<file path="src/rtl/control_fsm.sv">
// Multi-cycle main control unit for the MIPS datapath: sequences each instruction
// through FETCH/DECODE/EXECUTE/MEM/WRITEBACK and drives the datapath control lines.
//
// state     | meaning
// IDLE      | waiting for c_i_run
// FETCH     | fetch enable pulse
// DECODE    | latch instruction class, trap unsupported encodings
// EXECUTE   | ALU op; BEQ resolves and retires here
// MEM       | data memory access (LW read, SW write and retire)
// WRITEBACK | register file write, retire
// TRAP      | sticky illegal state, left only by reset
module control_fsm #(
    parameter int OPCODE_WIDTH = 6,
    parameter int FUNCT_WIDTH  = 6,
    parameter int CNT_WIDTH    = 32
) (
    input  logic                    c_clk,
    input  logic                    c_rst,
    input  logic                    c_i_run,
    input  logic [OPCODE_WIDTH-1:0] c_i_opcode,
    input  logic [FUNCT_WIDTH-1:0]  c_i_funct,
    input  logic                    c_i_zero,
    output logic                    c_o_ce,
    output logic                    c_o_RegDst,
    output logic                    c_o_RegWrite,
    output logic                    c_o_ALUSrc,
    output logic                    c_o_MemRead,
    output logic                    c_o_MemWrite,
    output logic                    c_o_MemtoReg,
    output logic                    c_o_pc_src,
    output logic                    c_o_illegal,
    output logic [2:0]              c_o_state,
    output logic [CNT_WIDTH-1:0]    c_o_instr_count
);

    typedef enum logic [2:0] {
        S_IDLE      = 3'd0,
        S_FETCH     = 3'd1,
        S_DECODE    = 3'd2,
        S_EXECUTE   = 3'd3,
        S_MEM       = 3'd4,
        S_WRITEBACK = 3'd5,
        S_TRAP      = 3'd7
    } state_t;

    typedef enum logic [2:0] {
        C_NONE  = 3'd0,
        C_RTYPE = 3'd1,
        C_IALU  = 3'd2,
        C_LW    = 3'd3,
        C_SW    = 3'd4,
        C_BEQ   = 3'd5
    } class_t;

    state_t                 r_state;
    class_t                 r_class;
    logic                   r_illegal;
    logic [CNT_WIDTH-1:0]   r_instr_count;

    class_t                 w_dec_class;
    logic                   w_active;

    always_comb begin
        w_dec_class = C_NONE;
        if (c_i_opcode == OPCODE_WIDTH'(6'h00)) begin
            case (c_i_funct)
                FUNCT_WIDTH'(6'h20),
                FUNCT_WIDTH'(6'h22),
                FUNCT_WIDTH'(6'h24),
                FUNCT_WIDTH'(6'h25),
                FUNCT_WIDTH'(6'h2A): w_dec_class = C_RTYPE;
                default:             w_dec_class = C_NONE;
            endcase
        end else begin
            case (c_i_opcode)
                OPCODE_WIDTH'(6'h08),
                OPCODE_WIDTH'(6'h0A),
                OPCODE_WIDTH'(6'h0C),
                OPCODE_WIDTH'(6'h0D): w_dec_class = C_IALU;
                OPCODE_WIDTH'(6'h23): w_dec_class = C_LW;
                OPCODE_WIDTH'(6'h2B): w_dec_class = C_SW;
                OPCODE_WIDTH'(6'h04): w_dec_class = C_BEQ;
                default:              w_dec_class = C_NONE;
            endcase
        end
    end

    always_ff @(posedge c_clk or negedge c_rst) begin
        if (!c_rst) begin
            r_state       <= S_IDLE;
            r_class       <= C_NONE;
            r_illegal     <= 1'b0;
            r_instr_count <= '0;
        end else begin
            case (r_state)
                S_IDLE: begin
                    if (c_i_run) r_state <= S_FETCH;
                end
                S_FETCH: r_state <= S_DECODE;
                S_DECODE: begin
                    r_class <= w_dec_class;
                    if (w_dec_class == C_NONE) begin
                        r_state   <= S_TRAP;
                        r_illegal <= 1'b1;
                    end else begin
                        r_state <= S_EXECUTE;
                    end
                end
                S_EXECUTE: begin
                    case (r_class)
                        C_RTYPE, C_IALU: r_state <= S_WRITEBACK;
                        C_LW, C_SW:      r_state <= S_MEM;
                        C_BEQ: begin
                            r_instr_count <= r_instr_count + 1'b1;
                            r_state       <= c_i_run ? S_FETCH : S_IDLE;
                        end
                        default: begin
                            r_state   <= S_TRAP;
                            r_illegal <= 1'b1;
                        end
                    endcase
                end
                S_MEM: begin
                    if (r_class == C_LW) begin
                        r_state <= S_WRITEBACK;
                    end else begin
                        r_instr_count <= r_instr_count + 1'b1;
                        r_state       <= c_i_run ? S_FETCH : S_IDLE;
                    end
                end
                S_WRITEBACK: begin
                    r_instr_count <= r_instr_count + 1'b1;
                    r_state       <= c_i_run ? S_FETCH : S_IDLE;
                end
                S_TRAP: r_state <= S_TRAP;
                default: begin
                    r_state   <= S_TRAP;
                    r_illegal <= 1'b1;
                end
            endcase
        end
    end

    // Static controls follow the latched class only while an instruction is in flight.
    assign w_active = (r_state == S_EXECUTE) || (r_state == S_MEM) || (r_state == S_WRITEBACK);

    assign c_o_ce          = (r_state == S_FETCH);
    assign c_o_RegDst      = w_active && (r_class == C_RTYPE);
    assign c_o_ALUSrc      = w_active && ((r_class == C_IALU) || (r_class == C_LW) || (r_class == C_SW));
    assign c_o_MemtoReg    = w_active && (r_class == C_LW);
    assign c_o_RegWrite    = (r_state == S_WRITEBACK);
    assign c_o_MemRead     = (r_state == S_MEM) && (r_class == C_LW);
    assign c_o_MemWrite    = (r_state == S_MEM) && (r_class == C_SW);
    assign c_o_pc_src      = (r_state == S_EXECUTE) && (r_class == C_BEQ) && c_i_zero;
    assign c_o_illegal     = r_illegal;
    assign c_o_state       = r_state;
    assign c_o_instr_count = r_instr_count;

endmodule

</file>
<file path="config.mk">
export PLATFORM = sky130hd
export DESIGN_NAME = control_fsm
export DESIGN_NICKNAME = d
export VERILOG_FILES = /design/src/rtl/control_fsm.sv
export SDC_FILE = /design/constraint.sdc
export NUM_CORES = 1
export LEC_CHECK = 0
export ABC_AREA = 0
export ABC_CLOCK_PERIOD_IN_PS = 3000
export BUFFER_PORTS_ARGS = -buffer_cell sky130_fd_sc_hd__buf_2
export CAP_MARGIN = 25
export CORE_MARGIN = 3
export CORE_UTILIZATION = 55
export CTS_BUF_LIST = sky130_fd_sc_hd__clkbuf_2
export CTS_CLUSTER_SIZE = 12
export DETAILED_ROUTE_END_ITERATION = 10
export HOLD_SLACK_MARGIN = 0.12
export PLACE_DENSITY = 0.88
export SLEW_MARGIN = 0
export SYNTH_ARGS = -nofsm -noshare
export SYNTH_HDL_FRONTEND = slang
export SYNTH_SLANG_ARGS = --single-unit
</file>
<file path="constraint.sdc">
create_clock -name c_clk -period 3 [get_ports c_clk]
set_input_delay 0.15 -clock c_clk [delete_from_list [all_inputs] [get_ports c_clk]]
set_output_delay 0.15 -clock c_clk [all_outputs]
set_load 0.02 [all_outputs]
</file>
* Yosys cells after proc, flatten, opt, wreduce, memory -nomap -nowiden *
Index checks and enable logic that the tools add are counted.

storage, ports and cells
  flip-flop bits (word level) = 39
  input bits = 16
  output and inout port bits = 44
  logic and storage cells = 72

operators by class
  $add $sub $neg = 1
  equal/unequal tests = 28
  multiplexer cells = 15
  bitwise gates (word level) = 1
  reductions and logical operators = 23

operator list
  cell                                           count
  case mux 32 bit (3 select lines)               1
  two-way mux 32 bit                             2
  == test 6 bit, second input constant           7
  adder 32 x 1 -> 32 bit, second input constant  1
  == test 6 x 4 -> 1 bit, second input constant  4
  case mux 3 bit (6 select lines)                1
  == test 3 bit, second input constant           5
  OR reduction 5 bit                             3
  == test 3 x 2 -> 1 bit, second input constant  4
  two-way mux 3 bit                              4
  case mux 3 bit (4 select lines)                1
  case mux 3 bit (3 select lines)                1
  inequality test 2 bit, second input constant   4
  logical AND 1 bit                              7
  == test 3 x 1 -> 1 bit, second input constant  2
  == test 6 x 3 -> 1 bit, second input constant  1
  zero test 3 bit                                2
  zero test 6 bit                                1
  AND reduction 3 bit                            2
  logical OR 1 bit                               4
  two-way mux 1 bit                              4
  OR reduction 2 bit                             2
  OR reduction 4 bit                             1
  case mux 1 bit (3 select lines)                1
  other kinds (3)                                3

* Depth between registers and ports, before layout *
  word-level depth = 7
  mapped depth = 6
  gate-level depth less buffers = 6

* Least setup slack after synthesis *
Ideal clock, no wire load.

  kind = register to register
  start point = register r_state[0] (netlist: c_o_state[0])
  end point = register r_instr_count[22] (netlist: c_o_instr_count[22])
  library setup time = 129 ps
  data arrival time = 1862 ps
  setup slack = 1009 ps
  cell stages (with the launch flop) = 7
  buffers on the path = 1
  period minus slack after synthesis = 1991 ps
  path through = dfrtp_1 > buf_2 > and4bb_1 > a211o_1 > nor4_4 > nand4_1 > xnor2_1

on the way
  word-level cells in the longest chain between the ends = 3
  elaborated cells on any way between the ends = 8
  those cells by class = 5 x eq/ne; 1 x mux; 2 x reduce/logical

RTL lines
  what                                                              line  text
  from (decl)                                                       55    state_t r_state;
  from (signal assigned)                                            115   r_state <= c_i_run ? S_FETCH : S_IDLE;
  from (signal assigned)                                            128   r_state <= c_i_run ? S_FETCH : S_IDLE;
  from (signal assigned)                                            133   r_state <= c_i_run ? S_FETCH : S_IDLE;
  == test 3 x 2 -> 1 bit or == test 3 bit (tied branches)           95    case (r_state)
  inequality test 2 x 1 -> 1 bit (no line) (tied with other cells)  n/a
  AND reduction 3 bit (no line)                                     n/a
  to (signal assigned)                                              114   r_instr_count <= r_instr_count + 1'b1;
  to (signal assigned)                                              127   r_instr_count <= r_instr_count + 1'b1;
  to (signal assigned)                                              132   r_instr_count <= r_instr_count + 1'b1;
  to (decl)                                                         58    logic [CNT_WIDTH-1:0] r_instr_count;

Several ways; a longest one is shown, not always the timed one.
A chain may end at the register's enable or synchronous reset.

* Worst setup path after layout *
  start point = register r_state[1] (netlist: c_o_state[1])
  end point = register r_instr_count[22] (netlist: c_o_instr_count[22])

The elaborated chain is that of the path after synthesis.

==> flow_metrics.env <==
export IMPL_status="completed"
export IMPL_synth_yosys_seq_area_share_pct=46.46
export IMPL_cts_clk_slew_worst_paths_ns=0.19
export IMPL_numCtsBuffers=5
export IMPL_whs_ns=0.2053
export IMPL_setup_viol=0
export IMPL_drcViolationCount=0
export IMPL_dr_first_iter_drc_count=115
export IMPL_clk_path_buf_depth=2
export IMPL_first_global_vias=1697
export IMPL_synth_seq_cells=39
export IMPL_drt_wirelength_per_cell_um=14.57
export IMPL_critPathRequiredTime_ns=3.29
export IMPL_finalPower_w=0.001252
export IMPL_num_antenna_cells=0
export IMPL_fmax_ghz=0.4723
export IMPL_dp_hpwl_mm=3.506
export IMPL_avgSynthCellArea_sq_um=10.15
export IMPL_final_cell_mix="buf_2 (59), dfrtp_1 (39), nand2_1 (18)"
export IMPL_period_minus_slack_ns=2.117
export IMPL_die_h_um=67.80
export IMPL_r2r_start="c_o_state[1]"
export IMPL_vias_per_cell=5.698
export IMPL_drive_gt1_share_pct=28.68
export IMPL_nets=288
export IMPL_seq_area_sq_um=975.9
export IMPL_crit_fanout=14
export IMPL_tightestPinTransition_ns=0.8332
export IMPL_slew_violations=0
export IMPL_hp_class="in2reg"
export IMPL_clock_sinks=39
export IMPL_grt_max_degree=40
export IMPL_multi_input_area_sq_um=1080
export IMPL_layout_commonest_cell="buf_2"
export IMPL_htreeDepth=2
export IMPL_worst_setup_path_type="reg2reg"
export IMPL_synth_area_leaders="dfrtp_1 (46%), xor2_1 (6.7%), xnor2_1 (6.3%), nand2_1 (3.2%), nand3_1 (3.1%)"
export IMPL_tns_ns=0
export IMPL_p_per_area_nw_per_um2=496.2
export IMPL_gp_congestion=0.8856
export IMPL_slowest_delay_ns=0.56
export IMPL_syn_area_sq_um=2101
export IMPL_synth_cells=207
export IMPL_slowest_stage="dfrtp_1"
export IMPL_die_area_sq_um=4597
export IMPL_ant_nets=0
export IMPL_path_buf_inv=0
export IMPL_area_growth_pct=20.13
export IMPL_antenna_found_initial=0
export IMPL_timing_rr_end="c_o_instr_count[22]"
export IMPL_root_buffer="clkbuf_2"
export IMPL_num_io_pins=60
export IMPL_leakage_nw=1.349
export IMPL_relSlewSlack_pct=44.45
export IMPL_drt_wl_total_mm=4.632
export IMPL_hold_viol=0
export IMPL_overflow=0
export IMPL_hp_start="c_i_opcode[4]"
export IMPL_path_cells="nand2b_1 -> a211o_1 -> nor4_4 -> nand4_1 -> xnor2_1"
export IMPL_die_w_um=67.80
export IMPL_n_fill_cell=268
export IMPL_ir_drop_v=0.0003184
export IMPL_row_count=21
export IMPL_ff2ff_path_depth=5
export IMPL_grt_usage_pct=22.53
export IMPL_cp_top_family="simple AND/OR/NAND/NOR gates"
export IMPL_synthesis_nets=224
export IMPL_r2r_setup_slack_ns=0.88
export IMPL_rsz0062_at_grt="no"
export IMPL_initial_core_util_pct=60.11
export IMPL_cts_repair_resize_count=0
export IMPL_fin_util_pct=72.22
export IMPL_synth_distinct_cells=39
export IMPL_drt_first_pass_iters=4
export IMPL_port_buffers=59
export IMPL_cts_tree="built"
export IMPL_grt_pass1_wl_mm=7.824
export IMPL_ys_warn_count=0
export IMPL_min_to="r_class[1]"
export IMPL_cp_arrival_ns=2.41
export IMPL_core_area_sq_um=3495
export IMPL_finClkSkew_ns=0.04356
export IMPL_setup_worst_path_end_class="flip-flop"
export IMPL_start_kind="flip-flop"
export IMPL_synth_top_cell_area_share_pct=46.46
export IMPL_via_count=1812
export IMPL_finalCritPeriodShare_pct=70.58
export IMPL_min_path_cells=3
export IMPL_post_cts_buffers=0
export IMPL_clk_latency_ns=0.41
export IMPL_synth_area_leader_cell="dfrtp_1"
export IMPL_cap_violations=0
[sequential cells by signal, summed over array words and instances (netlist names)]
signal / cells
r_class: 3
c_o_illegal: 1
c_o_state: 3
c_o_instr_count: 32
[worst min-delay path: cells and delay by family]
| kind | cells | cell delay [ns] |
|---|---|---|
| buffers and inverters | 1 | 0.11 |
| muxes | 1 | 0.26 |
| AOI/OAI and AO/OA | 1 | 0.05 |
[power by group]
part,switching (W),internal (W),total [W]
clock network,0.000179,0.000141,0.000320
registers,0.0000619,0.000565,0.000627
logic,0.000198,0.000108,0.000306
[timing repair]
action / CTS / global route
hold endpoints to repair: 40 / 0
setup endpoints to repair: 0 / 0
hold buffers: 2 / 0
[per-layer routing]
metal	vias to the layer above	wire, um	track usage [%]	part of all wire, %
met4	0	72	7.444	1.6
li1	875	-	-	-
met2	57	2227	35.97	48
met5	-	0	0	0
met1	873	2074	30.86	45
met3	7	257	4.160	5.5
[Yosys cell counts (all sizes together)]
cell type  instances
mux2i              1
nor4b              3
nand4b             1
o21ai              5
and4bb             1
buf                3
a41o               3
a21o               1
nand2b             5
nand4              7
or4                1
and3               6
nor4               8
nand2             19
xnor2             15
and4               4
dfrtp             39
o21a               2
a22oi              1
xor2              16
o211ai             2
a21oi              5
nor2              17
nand3             13
nor2b              1
ha                 1
nor3               8
a31oi              1
or3                3
a211oi             1
nand3b             1
a211o              1
clkbuf             1
mux2               4
inv                7
[layout make-up]
| cell class | instances | share of cell area [%] |
|---|---|---|
| Timing Repair Buffer | 61 | 12.49 |
| Sequential cell | 39 | 38.67 |
| Multi-Input combinational cell | 157 | 42.79 |
| Clock buffer | 5 | 0.9916 |
| Tap cell | 46 | 2.281 |
| Inverter | 7 | 1.041 |
| Clock inverter | 3 | 1.735 |
[metrics by stage]
step	instance area, sq um	setup slack [ns]	instances
finish	2524	0.8826	318
global route	2524	0.6977	318
CTS	2524	0.8863	318
detailed placement	2435	0.9057	308
global placement	2435	0.9953	308
floorplan	2101	1.009	207
[worst max-delay path by stage]
stage	slack, ns	endpoint	start	depth (start not counted)
after global placement	1.0	c_o_instr_count[22]	c_o_state[1]	5
after global routing	0.70	c_o_RegDst	c_o_state[0]	5
after floorplan	1.01	c_o_instr_count[22]	c_o_state[0]	6
after CTS	0.89	c_o_instr_count[22]	c_o_state[1]	5
final	0.88	c_o_instr_count[22]	c_o_state[1]	5
after detailed placement	0.91	c_o_instr_count[22]	c_o_state[1]	5
[cells by family (layout without fill, tap and decap cells)]
family | Yosys count | after routing | synth area share [%]
AOI/OAI and AO/OA | 22 | 22 | 7.266
xor gates and xnor gates | 31 | 31 | 12.92
adders and majority gates | 1 | 1 | 0.5955
buffers and inverters | 11 | 76 | 2.144
DFF | 39 | 39 | 46.46
muxes | 5 | 5 | 2.620
and+or+nand+nor | 98 | 98 | 27.99
No activity file was read; power rests on OpenSTA's default activity.
